File: config.mk
export PLATFORM = sky130hd
export DESIGN_NAME = logic_unit_arbiter
export DESIGN_NICKNAME = d
export VERILOG_FILES = /design/src/rtl/logic_unit_arbiter.sv
export SDC_FILE = /design/constraint.sdc
export NUM_CORES = 1
export LEC_CHECK = 0
export CAP_MARGIN = 20
export CORE_MARGIN = 2
export CORE_UTILIZATION = 25
export DETAILED_ROUTE_END_ITERATION = 12
export PLACE_DENSITY_LB_ADDON = 0.25
export SLEW_MARGIN = 20
export SYNTH_ARGS = -nofsm -noshare
export SYNTH_HDL_FRONTEND = slang
export SYNTH_SLANG_ARGS = --single-unit
File: constraint.sdc
create_clock -name clk -period 2.9 [get_ports clk]
set_input_delay 0.435 -clock clk [delete_from_list [all_inputs] [get_ports clk]]
set_output_delay 0.435 -clock clk [all_outputs]
set_load 0.01 [all_outputs]
File: src/rtl/logic_unit_arbiter.sv
// Two-requester round-robin arbiter in front of a bitwise logic unit.
// One operation in flight at a time: IDLE accepts, EXEC computes, HOLD presents the result.
module logic_unit_arbiter #(
  parameter int WIDTH = 16
) (
  input  logic             clk,
  input  logic             rst,
  input  logic             req0_valid,
  input  logic [1:0]       req0_op,
  input  logic [WIDTH-1:0] req0_a,
  input  logic [WIDTH-1:0] req0_b,
  output logic             req0_ready,
  input  logic             req1_valid,
  input  logic [1:0]       req1_op,
  input  logic [WIDTH-1:0] req1_a,
  input  logic [WIDTH-1:0] req1_b,
  output logic             req1_ready,
  output logic             res_valid,
  output logic [WIDTH-1:0] res_data,
  output logic             res_id,
  input  logic             res_ready,
  output logic             busy,
  output logic [15:0]      ops_done
);

  typedef enum logic [1:0] {
    IDLE = 2'd0,
    EXEC = 2'd1,
    HOLD = 2'd2
  } state_t;

  localparam logic [1:0] OP_AND = 2'b00;
  localparam logic [1:0] OP_OR  = 2'b01;
  localparam logic [1:0] OP_XOR = 2'b10;

  state_t             state_q, state_d;
  logic [1:0]         op_q, op_d;
  logic [WIDTH-1:0]   a_q, a_d;
  logic [WIDTH-1:0]   b_q, b_d;
  logic               id_q, id_d;
  logic               last_q, last_d;
  logic               res_valid_q, res_valid_d;
  logic [WIDTH-1:0]   res_data_q, res_data_d;
  logic               res_id_q, res_id_d;
  logic [15:0]        ops_done_q, ops_done_d;

  logic [1:0]             req_valid;
  logic [1:0][1:0]        req_op_v;
  logic [1:0][WIDTH-1:0]  req_a_v;
  logic [1:0][WIDTH-1:0]  req_b_v;
  logic [1:0]             grant;
  logic [1:0]             req_ready;
  logic                   grant_id;
  logic [WIDTH-1:0]       alu_res;

  assign req_valid = {req1_valid, req0_valid};
  assign req_op_v  = {req1_op, req0_op};
  assign req_a_v   = {req1_a, req0_a};
  assign req_b_v   = {req1_b, req0_b};

  // last_q holds the most recent winner; under contention the other side wins.
  for (genvar gi = 0; gi < 2; gi++) begin : g_req
    localparam int   OTHER    = 1 - gi;
    localparam logic OTHER_ID = 1'(1 - gi);
    assign grant[gi]     = req_valid[gi] && (!req_valid[OTHER] || (last_q == OTHER_ID));
    assign req_ready[gi] = rst && (state_q == IDLE) && grant[gi];
  end

  assign grant_id   = grant[1];
  assign req0_ready = req_ready[0];
  assign req1_ready = req_ready[1];

  for (genvar gi = 0; gi < WIDTH; gi++) begin : g_bit
    assign alu_res[gi] = (op_q == OP_AND) ? (a_q[gi] & b_q[gi]) :
                         (op_q == OP_OR)  ? (a_q[gi] | b_q[gi]) :
                         (op_q == OP_XOR) ? (a_q[gi] ^ b_q[gi]) :
                                            ~a_q[gi];
  end

  always_comb begin
    state_d     = state_q;
    op_d        = op_q;
    a_d         = a_q;
    b_d         = b_q;
    id_d        = id_q;
    last_d      = last_q;
    res_valid_d = res_valid_q;
    res_data_d  = res_data_q;
    res_id_d    = res_id_q;
    ops_done_d  = ops_done_q;
    unique case (state_q)
      IDLE: begin
        if (|grant) begin
          op_d    = req_op_v[grant_id];
          a_d     = req_a_v[grant_id];
          b_d     = req_b_v[grant_id];
          id_d    = grant_id;
          last_d  = grant_id;
          state_d = EXEC;
        end
      end
      EXEC: begin
        res_data_d  = alu_res;
        res_id_d    = id_q;
        res_valid_d = 1'b1;
        state_d     = HOLD;
      end
      HOLD: begin
        if (res_valid_q && res_ready) begin
          res_valid_d = 1'b0;
          ops_done_d  = ops_done_q + 16'd1;
          state_d     = IDLE;
        end
      end
      default: state_d = IDLE;
    endcase
  end

  always_ff @(posedge clk or negedge rst) begin
    if (!rst) begin
      state_q     <= IDLE;
      op_q        <= 2'b00;
      a_q         <= '0;
      b_q         <= '0;
      id_q        <= 1'b0;
      last_q      <= 1'b1;
      res_valid_q <= 1'b0;
      res_data_q  <= '0;
      res_id_q    <= 1'b0;
      ops_done_q  <= 16'd0;
    end else begin
      state_q     <= state_d;
      op_q        <= op_d;
      a_q         <= a_d;
      b_q         <= b_d;
      id_q        <= id_d;
      last_q      <= last_d;
      res_valid_q <= res_valid_d;
      res_data_q  <= res_data_d;
      res_id_q    <= res_id_d;
      ops_done_q  <= ops_done_d;
    end
  end

  assign res_valid = res_valid_q;
  assign res_data  = res_data_q;
  assign res_id    = res_id_q;
  assign ops_done  = ops_done_q;
  assign busy      = (state_q != IDLE);

endmodule

### After elaboration in Yosys (flattened, before gate mapping)

Cells that the tools add are included.

| storage, ports and cells | value |
|---|---|
| bits in registers | 72 |
| input bits | 73 |
| output and inout bits | 37 |
| logic and storage cells | 161 |

| operators by class | value |
|---|---|
| $add $sub $neg | 1 |
| $lt $le $gt $ge | 1 |
| equality and inequality tests | 6 |
| muxes and demuxes | 59 |
| bitwise gates (word level) | 65 |
| reduce and logical (&&, ||, !) cells | 19 |

Operator list:

| operator | count |
|---|---|
| 16-bit two-way mux | 4 |
| 1-bit two-way mux | 49 |
| 1-bit NOT | 17 |
| 16-bit by 1-bit adder with 16-bit output (second input constant) | 1 |
| 1-bit AND | 16 |
| 1-bit bitwise OR | 16 |
| 1-bit XOR | 16 |
| 2-bit two-way mux | 4 |
| 2-bit AND reduction | 4 |
| 1-bit logical AND | 6 |
| 2-bit case mux with 3 select lines | 1 |
| 2-bit by 1-bit == test with 1-bit output (second input constant) | 2 |
| 2-bit == test (second input constant) | 2 |
| 2-bit logical NOT | 2 |
| 2-bit nonzero test | 2 |
| 1-bit logical NOT | 2 |
| 1-bit logical OR | 2 |
| 1-bit by 2-bit < comparator with 1-bit output (second input constant) | 1 |
| 2-bit by 1-bit inequality test with 1-bit output (second input constant) | 1 |
| 2-bit inequality test (second input constant) | 1 |
| 1-bit case mux with 2 select lines | 1 |
| 2-bit OR reduction | 1 |

### Logic depth before layout (Yosys ltp)

| logic depth | value |
|---|---|
| depth in word-level cells | 6 |
| depth in mapped cells | 6 |
| mapped depth without buffers | 6 |

### Worst setup path after synthesis

OpenSTA, ideal clock, no wires.

| timing | value |
|---|---|
| kind | input port to output port |
| start point | input port req1_valid |
| end point | output port req1_ready |
| data arrival time | 1154 ps |
| required time | 2465 ps |
| setup slack | 1311 ps |
| cell stages on the path | 5 |
| buffers on the path | 2 |
| cells stage by stage | inv_1 -> a21oi_1 -> buf_4 -> buf_4 -> and3_1 |

| between the ends | value |
|---|---|
| cells in the longest elaborated chain, start to end | 2 |

Ends and longest elaborated chain:

| item | line | text |
|---|---|---|
| from (decl) | 13 | `input logic req1_valid,` |
| 1-bit logical AND | 65 | `assign grant[gi] = req_valid[gi] && (!req_valid[OTHER] \|\| (last_q == OTHER_ID));` |
| 1-bit logical AND | 66 | `assign req_ready[gi] = rst && (state_q == IDLE) && grant[gi];` |
| to (decl) | 17 | `output logic req1_ready,` |

Every way passes these cells.

### Worst setup path in the final report

| timing | value |
|---|---|
| start point | register state_q[1] |
| end point | output port req0_ready |

| between the ends | value |
|---|---|
| cells in the longest elaborated chain, start to end | 3 |

Ends and longest elaborated chain:

| item | line | text |
|---|---|---|
| from (decl) | 36 | `state_t state_q, state_d;` |
| from (signal assigned) | 132 | `state_q <= state_d;` |
| 2-bit logical NOT | 66 |  |
| 1-bit logical AND (2 in series) | 66 |  |
| to (decl) | 12 | `output logic req0_ready,` |

Every way passes these cells.

==> impl_metrics.toml <==
[outcome]
status = "completed"

[timing]
slew_violations = 0
setup_slack_ns = 0.586
timing.final.crit_period_ns = 2.31
worst_slew_pin_slew_ns = 0.597
tns_ns = 0
period_share = 0.798
rsz0062_at_grt = "false"
fmax_mhz = 432
fin_skew_ns = 0.00644
relSlewSlack = 0.602
setup_violations = 0
hold_viol_final = 0

[cells_and_area]
layout_commonest_cell = "clkdlybuf4s50_1"
layout_common_cells = "clkdlybuf4s50_1 (108), dfrtp_1 (71), inv_1 (49), nor2_1 (48), a21oi_1 (43)"
drive_gt1_frac = 0.114
n_antenna_cell = 0
syn2layout_area_growth_pct = 38.0
utilization = 0.348
nets = 600

[die]
start_util = 0.252
num_io_pins = 110
dieArea_sq_mm = 0.0176
die_x_microns = 133
die_h_microns = 133
rows = 47
core_area_sq_mm = 0.0164

[placed_design]
dp_slack_ns = 0.621
numPortBuffers = 109
dp_hpwl_mm = 6.63
gp_congestion = 0.762

[worst_setup_path]
r2r.worst_path.cells = 3
r2r-end = "res_data[7]$_DFFE_PN0P_"
slowest_stage = "clkdlybuf4s50_1"
startpoint = "state_q[1]$_DFFE_PN0P_"
startpoint_type = "register"
r2r_slack_ns = 1.24
critical_path_class = "reg2out"
cpPeakStageDelay_ns = 0.53
crit_fanout = 7
critPathArrivalTime_ns = 1.88
critPathCaptureType = "output pin"
cp_cell_sequence = "nor2_1, o2111a_1, clkdlybuf4s50_1"
required_ns = 2.47
crit_end = "req0_ready"
reg2reg_from = "op_q[0]$_DFFE_PN0P_"

[logic_synthesis]
yosysWarningCount = 0
yosysUniqueCellTypes = 34
synth_area_sq_mm = 0.00414
async_flop_share = 1.00
synth-seq-cells = 72
synth_top_family_by_area = "multiplexers"
syn-instance-count = 388
synth.area.mux_share = 0.183
synth_xor_area_frac = 0.0317
ys_seq_area_frac = 0.435
synth_compound_gate_area_share = 0.0749
synth-main-ff-cell = "dfrtp_1"
synthAdderAreaFrac = 0.0997
synth_edf_count = 0
avgSynthCellArea_sq_um = 10.7
synth-simple-area-share = 0.0973
synthesis.nets = 494

[clocking]
clock_path_buffers = 2
cts.sinks = 72
insertion_delay_ns = 0.34
cts_tree = "yes"
cts-buffers-inserted = 9
h-tree-depth = 3
clk_pin_slew_worst_paths_ns = 0.06
postCtsSetupRepairBufs = 0
hold_buffers = 0
cts_root_buf = "clkbuf_16"
ctsResizeCount = 0

[grt]
first_global_vias = 3081
grt_usage = 0.112
grt_pass1_wl_mm = 15.5
grt_max_degree = 71
grt_antenna_before_repair = 0
overflow = 0

[power]
leakage_nw = 2.59
max-vdd-ir-drop_mv = 0.317
powerDensity_mw_per_mm2 = 915

[routing]
drtIter0Drc = 67
vias_per_cell = 4.21
first_pass_iters = 4
vias = 3024
ant_nets = 0
wirelength_mm = 9.14
drc_errors = 0
wl_per_cell_microns = 12.7

[worst_hold_path]
worstHoldPathType = "in2async"

[job]
max_cap_viol_count = 0
==> kinds of logic after synthesis <==
family	Yosys count
buf+inv	70
xor+xnor	15
fa+ha+maj	33
simple gates	81
mux	59
compound gates	58
flops	72
==> sequential cells by signal, summed over array words and instances, names as in the netlist <==
signal	cells
res_id	1
a_q	16
ops_done	16
state_q	2
res_data	16
id_q	1
b_q	16
res_valid	1
last_q	1
op_q	2
==> critical path, delay by kind of cell, from the launching register on <==
| kind | cells | cell delay [ns] |
|---|---|---|
| AO/OA/AOI/OAI | 1 | 0.25 |
| flip-flops | 1 | 0.40 |
| AND/OR/NAND/NOR | 1 | 0.36 |
| buffers and inverters | 1 | 0.53 |
==> where the power goes <==
group	leakage [nW]	switching (mW)	internal, mW
Clock	0.136	0.437	0.601
Sequential	0.851	0.364	1.44
Combinational	1.60	1.10	1.29
==> routing by layer <==
layer / global-route usage / wire [microns] / vias to the layer above / share of wire
met1: 0.141 / 4170 / 1434 / 0.46
met4: 0.0412 / 133 / 0 / 0.015
li1: - / - / 1514 / -
met2: 0.182 / 4420 / 67 / 0.48
met5: 0 / 0 / - / 0
met3: 0.0349 / 420 / 9 / 0.046
==> cell type report <==
class | instances | area, sq um
clock buffers | 11 | 243
clock inverters | 5 | 31.3
fillers | 1634 | 10700
inverters | 49 | 184
multi-input cells | 246 | 2030
flip-flops and latches | 72 | 1800
well taps | 220 | 275
repair buffers | 116 | 1150
==> how the worst min path moves through the flow <==
| stage | start | to | slack (ns) | cells after the start |
|---|---|---|---|---|
| 5_1_grt | rst | res_data[11]$_DFFE_PN0P_ | 0.24 | 2 |
| 4_1_cts | rst | res_data[11]$_DFFE_PN0P_ | 0.22 | 2 |
| 2_1_floorplan | rst | a_q[0]$_DFFE_PN0P_ | 0.14 | 0 |
| 3_3_place_gp | ops_done[15]$_DFFE_PN0P_ | ops_done[15]$_DFFE_PN0P_ | 0.46 | 1 |
| 6_report | rst | res_data[11]$_DFFE_PN0P_ | 0.20 | 2 |
| 3_5_place_dp | ops_done[15]$_DFFE_PN0P_ | ops_done[15]$_DFFE_PN0P_ | 0.46 | 1 |
==> per-stage QoR <==
stage	hold slack, ns	cell area (sq um)	cells	total power, mW
2_1_floorplan	0.139	4140	388	3.43
3_3_place_gp	0.459	5440	703	4.18
3_5_place_dp	0.460	5440	703	4.28
4_1_cts	0.218	5720	719	5.36
5_1_grt	0.237	5720	719	5.74
6_report	0.199	5720	719	5.23
==> synth_stat cells (all sizes together), types with 3 or more instances <==
master   n  share of area
o21ai    7         0.0085
nand3    3         0.0066
nor2    48          0.043
a21oi   44          0.053
ha      33           0.10
mux2i   34          0.082
dfrtp   71           0.43
xor2    10          0.021
nor3     3         0.0048
mux4    12          0.065
mux2    13          0.035
a211oi   4         0.0072
nand4    4         0.0097
buf     19          0.032
nand2   15          0.014
inv     49          0.044
xnor2    5          0.011
Note: power is estimated with default switching activity, not from simulation.
